File: src/rtl/query_tx_if.sv
// query_tx_if
//   Bundles the Query transmitter's request, field and serial-bit signals.
//
//   Request side (driven by the reader control FSM):
//     start                          one-cycle request to send a Query
//     dr, m, trext, sel, session,
//     target, q                      Query field values, sampled on the start edge
//   Serial side:
//     out_dat / out_vld              current bit and its valid flag (from query_tx)
//     out_rdy                        downstream accepts the bit (from the modulator)
//   Status (from query_tx):
//     busy, done, dbg_state
//
//   Handshake: a bit moves on every rising clock edge where out_vld and
//   out_rdy are both 1. Once out_vld is raised, out_dat stays stable and
//   out_vld stays high until that bit has moved. out_rdy may be raised or
//   lowered in any cycle and does not depend on out_vld.
//
//   Modports: master is the controller/modulator side, slave is query_tx.
interface query_tx_if;
  logic       start;
  logic       dr;
  logic [1:0] m;
  logic       trext;
  logic [1:0] sel;
  logic [1:0] session;
  logic       target;
  logic [3:0] q;
  logic       out_dat;
  logic       out_vld;
  logic       out_rdy;
  logic       busy;
  logic       done;
  logic [1:0] dbg_state;

  modport master (
    output start, dr, m, trext, sel, session, target, q, out_rdy,
    input  out_dat, out_vld, busy, done, dbg_state
  );

  modport slave (
    input  start, dr, m, trext, sel, session, target, q, out_rdy,
    output out_dat, out_vld, busy, done, dbg_state
  );
endinterface

File: src/rtl/query_tx.sv
// query_tx
//   Builds the EPC Gen2 Query command and emits it MSB-first as a 22-bit
//   serial frame: 4-bit command code, 13 field bits, then CRC-5 over the
//   first 17 bits (x^5+x^3+1, preset PRESET).
//
//   Ports:
//     clk   clock
//     rst   synchronous active-high reset
//     bus   query_tx_if.slave: start + Query fields in, serial
//           out_dat/out_vld with out_rdy back-pressure, busy/done status,
//           dbg_state (current FSM state: 0 IDLE, 1 DATA, 2 CRC)
//
//   Timing: the first bit is valid the cycle after start is accepted; with
//   out_rdy held high a frame takes 22 cycles and done pulses in the cycle
//   after the last bit moves. start is ignored while a frame is in progress.
module query_tx #(
  parameter logic [4:0] PRESET = 5'b01001,
  parameter logic [3:0] CMD    = 4'b1000
) (
  input  logic       clk,
  input  logic       rst,
  query_tx_if.slave  bus
);

  typedef enum logic [1:0] {
    IDLE = 2'd0,
    DATA = 2'd1,
    CRC  = 2'd2
  } state_e;

  state_e      state_q,   state_d;
  logic [16:0] sh_q,      sh_d;
  logic [4:0]  crc_q,     crc_d;
  logic [4:0]  cnt_q,     cnt_d;
  logic        out_dat_q, out_dat_d;
  logic        out_vld_q, out_vld_d;
  logic        busy_q,    busy_d;
  logic        done_q,    done_d;

  logic        xfer;
  logic        inv;
  logic [4:0]  crc_upd;

  always_comb begin
    state_d   = state_q;
    sh_d      = sh_q;
    crc_d     = crc_q;
    cnt_d     = cnt_q;
    out_dat_d = out_dat_q;
    out_vld_d = out_vld_q;
    busy_d    = busy_q;
    done_d    = 1'b0;

    xfer    = out_vld_q & bus.out_rdy;
    // sh_q[16] is the bit currently on out_dat while in DATA.
    inv     = sh_q[16] ^ crc_q[4];
    crc_upd = {crc_q[3], crc_q[2] ^ inv, crc_q[1], crc_q[0], inv};

    case (state_q)
      IDLE: begin
        cnt_d = '0;
        if (bus.start && !busy_q) begin
          sh_d      = {CMD, bus.dr, bus.m, bus.trext, bus.sel, bus.session,
                       bus.target, bus.q};
          crc_d     = PRESET;
          state_d   = DATA;
          out_vld_d = 1'b1;
          busy_d    = 1'b1;
          out_dat_d = CMD[3];
        end
      end

      DATA: begin
        if (xfer) begin
          crc_d = crc_upd;
          sh_d  = {sh_q[15:0], 1'b0};
          cnt_d = cnt_q + 5'd1;
          if (cnt_q == 5'd16) begin
            // The first CRC bit already includes the 17th data bit.
            state_d   = CRC;
            out_dat_d = crc_upd[4];
          end else begin
            out_dat_d = sh_q[15];
          end
        end
      end

      CRC: begin
        if (xfer) begin
          // Plain left shift: the remainder is sent as-is, no feedback.
          crc_d     = {crc_q[3:0], 1'b0};
          cnt_d     = cnt_q + 5'd1;
          out_dat_d = crc_q[3];
          if (cnt_q == 5'd21) begin
            state_d   = IDLE;
            out_vld_d = 1'b0;
            out_dat_d = 1'b0;
            busy_d    = 1'b0;
            done_d    = 1'b1;
            cnt_d     = '0;
          end
        end
      end

      default: begin
        state_d   = IDLE;
        out_vld_d = 1'b0;
        out_dat_d = 1'b0;
        busy_d    = 1'b0;
        cnt_d     = '0;
      end
    endcase
  end

  always_ff @(posedge clk) begin
    if (rst) begin
      state_q   <= IDLE;
      sh_q      <= '0;
      crc_q     <= PRESET;
      cnt_q     <= '0;
      out_dat_q <= 1'b0;
      out_vld_q <= 1'b0;
      busy_q    <= 1'b0;
      done_q    <= 1'b0;
    end else begin
      state_q   <= state_d;
      sh_q      <= sh_d;
      crc_q     <= crc_d;
      cnt_q     <= cnt_d;
      out_dat_q <= out_dat_d;
      out_vld_q <= out_vld_d;
      busy_q    <= busy_d;
      done_q    <= done_d;
    end
  end

  assign bus.out_dat   = out_dat_q;
  assign bus.out_vld   = out_vld_q;
  assign bus.busy      = busy_q;
  assign bus.done      = done_q;
  assign bus.dbg_state = state_q;

endmodule

File: src/flat_wrapper.sv
// flat-port wrapper written by rule: the top's interface ports become plain ports
module query_tx_flat 
#(
  parameter logic [4:0] PRESET = 5'b01001,
  parameter logic [3:0] CMD    = 4'b1000
)
  (clk, rst, bus_start, bus_dr, bus_m, bus_trext, bus_sel, bus_session, bus_target, bus_q, bus_out_rdy, bus_out_dat, bus_out_vld, bus_busy, bus_done, bus_dbg_state);
  query_tx_if bus_i ();
  input  logic clk;
  input  logic rst;
  input wire logic [$bits(bus_i.start)-1:0] bus_start;
  input wire logic [$bits(bus_i.dr)-1:0] bus_dr;
  input wire logic [$bits(bus_i.m)-1:0] bus_m;
  input wire logic [$bits(bus_i.trext)-1:0] bus_trext;
  input wire logic [$bits(bus_i.sel)-1:0] bus_sel;
  input wire logic [$bits(bus_i.session)-1:0] bus_session;
  input wire logic [$bits(bus_i.target)-1:0] bus_target;
  input wire logic [$bits(bus_i.q)-1:0] bus_q;
  input wire logic [$bits(bus_i.out_rdy)-1:0] bus_out_rdy;
  output wire logic [$bits(bus_i.out_dat)-1:0] bus_out_dat;
  output wire logic [$bits(bus_i.out_vld)-1:0] bus_out_vld;
  output wire logic [$bits(bus_i.busy)-1:0] bus_busy;
  output wire logic [$bits(bus_i.done)-1:0] bus_done;
  output wire logic [$bits(bus_i.dbg_state)-1:0] bus_dbg_state;
  assign bus_i.start = bus_start;
  assign bus_i.dr = bus_dr;
  assign bus_i.m = bus_m;
  assign bus_i.trext = bus_trext;
  assign bus_i.sel = bus_sel;
  assign bus_i.session = bus_session;
  assign bus_i.target = bus_target;
  assign bus_i.q = bus_q;
  assign bus_i.out_rdy = bus_out_rdy;
  assign bus_out_dat = bus_i.out_dat;
  assign bus_out_vld = bus_i.out_vld;
  assign bus_busy = bus_i.busy;
  assign bus_done = bus_i.done;
  assign bus_dbg_state = bus_i.dbg_state;
  query_tx #(.PRESET(PRESET), .CMD(CMD)) u_core (.clk(clk), .rst(rst), .bus(bus_i));
endmodule
File: config.mk
export PLATFORM = sky130hd
export DESIGN_NAME = query_tx_flat
export DESIGN_NICKNAME = d
export VERILOG_FILES = /design/src/rtl/query_tx_if.sv /design/src/rtl/query_tx.sv /design/src/flat_wrapper.sv
export SDC_FILE = /design/constraint.sdc
export NUM_CORES = 1
export LEC_CHECK = 0
export ABC_CLOCK_PERIOD_IN_PS = 2250
export CAP_MARGIN = 15
export CELL_PAD_IN_SITES_DETAIL_PLACEMENT = 1
export CELL_PAD_IN_SITES_GLOBAL_PLACEMENT = 1
export CORE_MARGIN = 4
export CORE_UTILIZATION = 43
export CTS_BUF_LIST = sky130_fd_sc_hd__clkbuf_4
export DETAILED_ROUTE_END_ITERATION = 16
export PLACE_DENSITY_LB_ADDON = 0.1
export SLEW_MARGIN = 20
export SYNTH_ARGS = -nofsm -noshare
export SYNTH_HDL_FRONTEND = slang
export SYNTH_SLANG_ARGS = --single-unit
export TNS_END_PERCENT = 30
File: constraint.sdc
create_clock -name clk -period 2.25 [get_ports clk]
set_input_delay 0.675 -clock clk [delete_from_list [all_inputs] [get_ports clk]]
set_output_delay 0.675 -clock clk [all_outputs]
set_load 0.005 [all_outputs]
==> impl_metrics.env, run 1 <==
export IMPL_peakVddDrop_v=0.000469
export IMPL_route_detailed_drc=0
export IMPL_skew_ns=0.0136
export IMPL_htreeDepth=2
export IMPL_fmax_ghz=0.470
export IMPL_synth_top_area_frac=0.384
export IMPL_first_pass_iters=3
export IMPL_leakagePower_nw=0.768
export IMPL_p_total_mw=2.03
export IMPL_post_cts_buffers=0
export IMPL_finalCritPeriodShare=0.945
export IMPL_cts_tree="done"
export IMPL_powerDensity_nw_per_um2=996
export IMPL_path_max_fanout=10
export IMPL_cp_cell_sequence="clkdlybuf4s50_1"
export IMPL_synth_fa_ha_area_frac=0.0600
export IMPL_grt_max_degree=27
export IMPL_synth_xor_xnor_area_share=0.0262
export IMPL_synth_mux_area_frac=0.115
export IMPL_wl_um=3850
export IMPL_final_cells=253
export IMPL_synth_seq_cells=32
export IMPL_grt_pass1_wl_um=6830
export IMPL_synthTopCellsByArea="dfxtp_1 38%, mux2i_1 11%, a211oi_1 8.5%"
export IMPL_finalSetupViolCount=0
export IMPL_cts_buffer_depth=2
export IMPL_ys_types=43
export IMPL_worst_setup_path_type="reg2out"
export IMPL_gr_total_overflow=0
export IMPL_crit_arrival_ns=1.45
export IMPL_avgSynthCellArea_um2=9.48
export IMPL_regArea_um2=641
export IMPL_chipWidth_um=70.3
export IMPL_cts_resized=0
export IMPL_multi_input_area_um2=940
export IMPL_hpwl_um=2820
export IMPL_groute_usage_overall=0.175
export IMPL_cp_start_kind="register"
export IMPL_num_vias=1363
export IMPL_core_area_um2=3720
export IMPL_finalMaxSlewViolations=0
export IMPL_row_count=22
export IMPL_relSlewSlack=0.722
export IMPL_cp_slowest_cell="clkdlybuf4s50_1"
export IMPL_postCtsHoldBufs=0
export IMPL_synth_top_area_cell="dfxtp_1"
export IMPL_status="finished, final reports clean"
export IMPL_numPortBuffers=22
export IMPL_initial_core_util=0.449
export IMPL_seq_area_frac_synth=0.384
export IMPL_pin_count=23
export IMPL_synth_simple_area_share=0.182
export IMPL_cts_sinks=32
export IMPL_antenna_found_initial=0
export IMPL_post_route_min_period_ns=2.13
export IMPL_drtAntennaViolNets=0
export IMPL_routedWlPerCell_um=15.2
export IMPL_tightest_slew_ns=0.414
export IMPL_syn2layout_area_growth_pct=22.0
export IMPL_grt_pass1_vias=1497
export IMPL_required_ns=1.57
export IMPL_syn_num_nets=201
export IMPL_rsz0062_at_grt="no"
export IMPL_synth_compound_area_share=0.180
export IMPL_via_per_inst=5.39
export IMPL_drt_initial_drc_count=39
export IMPL_reg2reg_slack_ns=0.23
export IMPL_cts_root_buffer="clkbuf_4"
export IMPL_drive_above_1_share=0.132
export IMPL_dieArea_um2=4940
export IMPL_synth_top_family_by_area="simple AND/OR/NAND/NOR gates"
export IMPL_gp_congestion=0.747
export IMPL_cp_buffers_inverters=1
export IMPL_die_height_um=70.3
export IMPL_min_path_type="reg2reg"
export IMPL_placed_cells=245
export IMPL_insertedDiodeCount=0
export IMPL_insertion_delay_ns=0.34
export IMPL_max_stage_delay_ns=0.57
export IMPL_yosys_warnings=0
export IMPL_hold_violations=0
export IMPL_nNetsFinal=229
export IMPL_worstSetupEndpointType="primary output"
export IMPL_fill_cells=453
export IMPL_cpLargestDelayFamily="buffers and inverters"
export IMPL_cts_clk_slew_worst_paths_ns=0.10
export IMPL_cts_buffers_inserted=5
export IMPL_syn_area_um2=1670
export IMPL_drv_cap=0
export IMPL_syn_inst=176
## where the power goes
group	internal, mW	switching [mW]
clock network	0.115	0.207
registers	0.682	0.0876
logic	0.456	0.482
## cells by family after synthesis
family	count (synthesis)
buf+inv	19
fa+ha+maj	8
compound gates	37
xor+xnor	5
flops	32
simple gates	56
mux	19
## through the flow
stage	setup WS, ns	hold slack (ns)	TNS (ns)	area [um^2]	util
finish	0.124	0.502	0	2040	0.548
CTS	0.105	0.510	0	2040	0.548
global placement	0.00400	0.440	0	1990	0.534
detailed placement	-0.0363	0.484	-0.0986	1990	0.534
global route	0.0288	0.541	0	2040	0.548
floorplan	0.240	0.427	0	1670	-
## registers in the layout, summed over array words and instances, names as in the netlist
| signal | flops |
|---|---|
| u_core.sh_q | 17 |
| u_core.cnt_q | 5 |
| u_core.crc_q | 5 |
| u_core.bus.dbg_state | 2 |
| u_core.bus.done | 1 |
| u_core.bus.out_dat | 1 |
| u_core.bus.out_vld | 1 |
## synth_stat cells, drive strengths merged
cell type	count
buf	7
clkbuf	6
o41ai	1
nand3	1
o32a	1
or2	1
o21ai	2
a21oi	4
nand2b	2
nand4bb	2
a2bb2oi	2
and4b	1
nor3	2
dfxtp	32
a211o	1
nor3b	2
or3b	1
and2	2
and3	3
nor2b	2
nand4	2
o22ai	1
clkinv	1
or3	3
nand3b	2
xor2	4
nand4b	1
mux2i	18
a32oi	1
o2bb2ai	1
a311oi	2
nor2	24
ha	8
nand2	5
mux2	1
a211oi	19
o32ai	1
inv	5
a31oi	1
xnor2	1
## final timing paths
check / from / endpoint / depth (start not counted)
worst max-delay path: u_core.bus.out_vld$_SDFFE_PP0P_ / bus_out_vld / 1
worst min-delay path: u_core.sh_q[12]$_SDFFE_PP0P_ / u_core.sh_q[12]$_SDFFE_PP0P_ / 2
worst max register to register: u_core.bus.dbg_state[0]$_SDFFE_PP0P_ / u_core.bus.dbg_state[1]$_SDFFE_PP0P_ / 5
worst min register to register: u_core.sh_q[12]$_SDFFE_PP0P_ / u_core.sh_q[12]$_SDFFE_PP0P_ / 2
## layout make-up
cell class,instances,share of cell area
Clock inverter,3,0.00676
Sequential cell,32,0.314
Tap cell,48,0.0295
Multi-Input combinational cell,125,0.461
Clock buffer,5,0.0184
Inverter,6,0.0111
Timing Repair Buffer,34,0.158
## placed cells by master (no fill, tap or decap), drive strengths merged, types with 2 or more instances in the layout
cell type,count
ha,8
dfxtp,32
a2bb2oi,2
nand4bb,2
and2,2
nand2,5
xor2,4
and3,3
clkdlybuf4s50,22
nor2,24
a211oi,19
a21oi,4
nand3b,2
nor2b,2
clkbuf,5
nor3b,2
inv,5
a311oi,2
or3,3
nor3,2
clkinv,4
nand2b,2
nand4,2
mux2i,18
o21ai,2
buf,12
## layer usage
metal | vias to the layer above | track usage | share of wire
li1 | 698 | - | -
met2 | 22 | 0.306 | 0.49
met3 | 6 | 0.0518 | 0.039
met1 | 637 | 0.197 | 0.45
met5 | - | 0 | 0
met4 | 0 | 0.0702 | 0.018
(Power assumes the default switching activity.)
==> run 2: changes to the inputs <==
--- a/config.mk
+++ b/config.mk
@@ -14,6 +14,7 @@
 export CTS_BUF_LIST = sky130_fd_sc_hd__clkbuf_4
 export DETAILED_ROUTE_END_ITERATION = 16
 export PLACE_DENSITY_LB_ADDON = 0.1
+export REMOVE_ABC_BUFFERS = 1
 export SLEW_MARGIN = 20
 export SYNTH_ARGS = -nofsm -noshare
 export SYNTH_HDL_FRONTEND = slang
==> impl_metrics.env, run 2 (synthesis results as in run 1) <==
export IMPL_dieArea_um2=4940
export IMPL_nNetsFinal=228
export IMPL_fmax_ghz=0.465
export IMPL_cts_buffer_depth=2
export IMPL_top_regs="u_core.sh_q x17, u_core.cnt_q x5, u_core.crc_q x5"
export IMPL_tightest_slew_ns=0.436
export IMPL_fin_util=0.544
export IMPL_status="finished, final reports clean"
export IMPL_peakVddDrop_v=0.000417
export IMPL_route_detailed_drc=0
export IMPL_drtAntennaViolNets=0
export IMPL_drive_above_1_share=0.127
export IMPL_cp_buffers_inverters=1
export IMPL_worstSetupEndpointType="primary output"
export IMPL_final_cells=252
export IMPL_design_area_um2=2020
export IMPL_grt_pass1_vias=1384
export IMPL_post_route_min_period_ns=2.15
export IMPL_rsz0062_at_grt="no"
export IMPL_cp_cell_sequence="clkdlybuf4s50_1"
export IMPL_finalMaxSlewViolations=0
export IMPL_numPortBuffers=22
export IMPL_num_vias=1374
export IMPL_hold_violations=0
export IMPL_postCtsHoldBufs=0
export IMPL_pin_count=23
export IMPL_cts_clk_slew_worst_paths_ns=0.10
export IMPL_hpwl_um=2820
export IMPL_drt_initial_drc_count=85
export IMPL_setup_tns_ns=0
export IMPL_cts_sinks=32
export IMPL_relSlewSlack=0.707
export IMPL_antenna_found_initial=0
export IMPL_skew_ns=0.0124
export IMPL_fin_ws_ns=0.0978
export IMPL_whs_ns=0.460
export IMPL_p_total_mw=2.04
export IMPL_gp_congestion=0.818
export IMPL_min_path_type="reg2reg"
export IMPL_crit_arrival_ns=1.48
export IMPL_insertion_delay_ns=0.33
export IMPL_final_common_cell="dfxtp_1"
export IMPL_core_area_um2=3720
export IMPL_groute_usage_overall=0.166
export IMPL_largest_reg_flops=17
export IMPL_cp_slowest_cell="clkdlybuf4s50_1"
export IMPL_placed_cells=244
export IMPL_row_count=22
export IMPL_largest_register="u_core.sh_q"
export IMPL_grt_max_degree=21
export IMPL_die_height_um=70.3
export IMPL_cts_buffers_inserted=5
export IMPL_insertedDiodeCount=0
export IMPL_path_max_fanout=10
export IMPL_worst_setup_path_type="reg2out"
export IMPL_htreeDepth=2
export IMPL_cts_tree="done"
export IMPL_cts_resized=0
export IMPL_routedWlPerCell_um=14.7
export IMPL_powerDensity_nw_per_um2=1010
export IMPL_first_pass_iters=4
export IMPL_initial_core_util=0.449
export IMPL_post_place_ws_ns=-0.0972
export IMPL_finalCritPeriodShare=0.957
export IMPL_required_ns=1.57
export IMPL_placed_area_um2=1970
export IMPL_cpLargestDelayFamily="buffers and inverters"
export IMPL_finalSetupViolCount=0
export IMPL_cts_root_buffer="clkbuf_4"
export IMPL_grt_pass1_wl_um=6620
export IMPL_chipWidth_um=70.3
export IMPL_layout_cells_most_common_list="32 x dfxtp_1, 24 x nor2_1, 22 x clkdlybuf4s50_1"
export IMPL_post_cts_buffers=0
export IMPL_leakagePower_nw=0.760
export IMPL_syn2layout_area_growth_pct=21.1
export IMPL_cp_start_kind="register"
export IMPL_gr_total_overflow=0
export IMPL_wl_um=3710
export IMPL_via_per_inst=5.45
export IMPL_drv_cap=0
export IMPL_max_stage_delay_ns=0.58
run 2: cell types whose count changed in the layout (fill, tap and decap cells not counted):
cell	change
clkbuf_4	+2
clkinv_2	-2
buf_12	-1
run 2: layer usage:
metal	up-vias	global-route usage	part of all wire
met1	648	0.201	0.44
met2	27	0.275	0.50
met5	-	0	0
met3	6	0.0489	0.042
li1	693	-	-
met4	0	0.0638	0.018
run 2: where the power goes:
group / leakage, nW / switching, mW / total [mW] / internal, mW
registers: 0.262 / 0.0876 / 0.770 / 0.682
clock network: 0.0338 / 0.188 / 0.332 / 0.144
logic: 0.464 / 0.474 / 0.934 / 0.460
run 2: worst paths after layout:
path,from,slack [ns],endpoint,depth (start not counted)
worst min register to register,u_core.crc_q[0]$_SDFFE_PP1P_,0.46,u_core.crc_q[0]$_SDFFE_PP1P_,1
worst min-delay path,u_core.crc_q[0]$_SDFFE_PP1P_,0.46,u_core.crc_q[0]$_SDFFE_PP1P_,1
worst max register to register,u_core.bus.dbg_state[0]$_SDFFE_PP0P_,0.14,u_core.bus.dbg_state[1]$_SDFFE_PP0P_,6
worst max-delay path,u_core.bus.out_vld$_SDFFE_PP0P_,0.1,bus_busy,1
run 2: final cells by class:
type / instances / area, um^2
clock buffer: 7 / 52.6
clock inverter: 1 / 3.75
fill: 438 / 1690
inverter: 6 / 22.5
multi-input combinational: 125 / 940
sequential: 32 / 641
tap: 48 / 60.1
timing repair buffer: 33 / 303
==> run 3: changes to the inputs <==
--- a/config.mk
+++ b/config.mk
@@ -13,6 +13,7 @@
 export CORE_UTILIZATION = 43
 export CTS_BUF_LIST = sky130_fd_sc_hd__clkbuf_4
 export DETAILED_ROUTE_END_ITERATION = 16
+export GPL_TIMING_DRIVEN = 0
 export PLACE_DENSITY_LB_ADDON = 0.1
 export REMOVE_ABC_BUFFERS = 1
 export SLEW_MARGIN = 20
==> impl_metrics.env, run 3 (synthesis results as in run 1) <==
export IMPL_status="finished, final reports clean"
export IMPL_regArea_um2=644
export IMPL_worst_setup_path_type="reg2reg"
export IMPL_finalCritPeriodShare=0.924
export IMPL_postCtsHoldBufs=0
export IMPL_initial_core_util=0.449
export IMPL_powerDensity_nw_per_um2=1060
export IMPL_post_place_ws_ns=-0.502
export IMPL_skew_ns=0.00600
export IMPL_max_stage_delay_ns=0.42
export IMPL_cts_buffer_depth=2
export IMPL_drt_initial_drc_count=70
export IMPL_fin_ws_ns=0.171
export IMPL_design_area_um2=2010
export IMPL_rsz0062_at_grt="no"
export IMPL_grt_pass1_vias=1399
export IMPL_cts_tree="done"
export IMPL_via_per_inst=5.67
export IMPL_insertion_delay_ns=0.35
export IMPL_htreeDepth=2
export IMPL_cts_clk_slew_worst_paths_ns=0.11
export IMPL_post_route_min_period_ns=2.08
export IMPL_required_ns=2.51
export IMPL_antenna_found_initial=0
export IMPL_final_common_cell="dfxtp_1"
export IMPL_finalSetupViolCount=0
export IMPL_hold_violations=0
export IMPL_cts_buffers_inserted=5
export IMPL_min_path_type="reg2reg"
export IMPL_top_regs="u_core.sh_q x17, u_core.cnt_q x5, u_core.crc_q x5"
export IMPL_layout_cells_most_common_list="29 x dfxtp_1, 24 x nor2_1, 21 x clkdlybuf4s50_1"
export IMPL_tightest_slew_ns=0.656
export IMPL_worstSetupEndpointType="register"
export IMPL_routedWlPerCell_um=16.2
export IMPL_hpwl_um=2590
export IMPL_dieArea_um2=4940
export IMPL_fill_cells=435
export IMPL_num_vias=1372
export IMPL_groute_usage_overall=0.169
export IMPL_grt_pass1_wl_um=6600
export IMPL_cp_cell_sequence="inv_1 -> ha_2 -> or2_4 -> o32a_4 -> or3_1 -> a211oi_1"
export IMPL_grt_util_met1=0.195
export IMPL_row_count=22
export IMPL_placed_area_um2=1880
export IMPL_leakagePower_nw=0.722
export IMPL_first_pass_iters=4
export IMPL_largest_reg_flops=17
export IMPL_cp_buffers_inverters=1
export IMPL_multi_input_area_um2=975
export IMPL_syn2layout_area_growth_pct=20.2
export IMPL_drtAntennaViolNets=0
export IMPL_met3_usage=0.0518
export IMPL_die_height_um=70.3
export IMPL_cp_slowest_cell="dfxtp_2"
export IMPL_use_met2=0.288
export IMPL_finalMaxSlewViolations=0
export IMPL_path_max_fanout=10
export IMPL_insertedDiodeCount=0
export IMPL_fmax_ghz=0.481
export IMPL_cp_start_kind="register"
export IMPL_relSlewSlack=0.562
export IMPL_core_area_um2=3720
export IMPL_grt_max_degree=38
export IMPL_numPortBuffers=22
export IMPL_cts_sinks=32
export IMPL_drv_cap=0
export IMPL_pin_count=23
export IMPL_cpLargestDelayFamily="simple AND/OR/NAND/NOR gates"
export IMPL_nNetsFinal=218
export IMPL_largest_register="u_core.sh_q"
export IMPL_gp_congestion=0.751
export IMPL_crit_arrival_ns=2.34
export IMPL_peakVddDrop_v=0.000383
export IMPL_route_detailed_drc=0
export IMPL_cts_root_buffer="clkbuf_4"
export IMPL_busiest_layer="met2"
export IMPL_drive_above_1_share=0.113
export IMPL_chipWidth_um=70.3
export IMPL_wl_um=3910
export IMPL_gr_total_overflow=0
## run 3: cell types whose count changed in the layout (fill, tap and decap cells not counted), sizes merged
cell / previous run / this run
buf: 11 / 2
clkinv: 2 / 3
clkdlybuf4s50: 22 / 21
clkbuf: 7 / 5
bufinv: 0 / 1
## run 3: worst reg2reg max path: stages (launching register included)
cell      delay, ns
dfxtp_2        0.42
inv_1          0.10
ha_2           0.27
or2_4          0.27
o32a_4         0.34
or3_1          0.37
a211oi_1       0.23
## run 3: cell type report
cell class / instances / area share
clock buffers: 5 / 0.0187
clock inverters: 3 / 0.0187
inverters: 6 / 0.0112
multi-input cells: 125 / 0.486
flip-flops and latches: 32 / 0.321
well taps: 48 / 0.0299
repair buffers: 23 / 0.115
## run 3: path summary, 6_finish.rpt
kind	slack, ns	from	endpoint	cells after the start
min reg2reg	0.50	u_core.crc_q[0]$_SDFFE_PP1P_	u_core.crc_q[0]$_SDFFE_PP1P_	1
min	0.50	u_core.crc_q[0]$_SDFFE_PP1P_	u_core.crc_q[0]$_SDFFE_PP1P_	1
max reg2reg	0.17	u_core.bus.dbg_state[0]$_SDFFE_PP0P_	u_core.bus.dbg_state[1]$_SDFFE_PP0P_	6
max	0.17	u_core.bus.dbg_state[0]$_SDFFE_PP0P_	u_core.bus.dbg_state[1]$_SDFFE_PP0P_	6
## run 3: stage by stage
| stage | hold WS [ns] | instances | utilization | power, mW | setup TNS, ns |
|---|---|---|---|---|---|
| after floorplan | 0.426 | 163 | - | 1.38 | -3.39 |
| after global placement | 0.437 | 233 | 0.507 | 1.59 | -15.99 |
| after global routing | 0.516 | 242 | 0.540 | 2.29 | 0 |
| after CTS | 0.489 | 241 | 0.533 | 2.10 | 0 |
| final | 0.504 | 242 | 0.540 | 2.14 | 0 |
| after detailed placement | 0.464 | 233 | 0.506 | 1.63 | -6.77 |
## run 3: layer usage
layer  share of wire  routed length, um  vias up
li1                -                  -      678
met1            0.45               1770      656
met2            0.49               1910       29
met3           0.040                157        9
met4           0.019                 74        0
met5               0                  0        -
## run 3: repair_timing
item                                    CTS  global route
gates cloned                              0             0
endpoints found under the hold margin     0             0
endpoints found under the setup margin   22            18
resized for setup                         4             4
buffers inserted                          0             1
## run 3: report_power, final
group          internal, mW  switching (mW)  leakage, nW  total [mW]
logic                 0.425           0.485        0.419       0.911
registers             0.686          0.0941        0.263       0.780
clock network         0.227           0.218       0.0403       0.445
total                  1.34           0.798        0.722        2.14
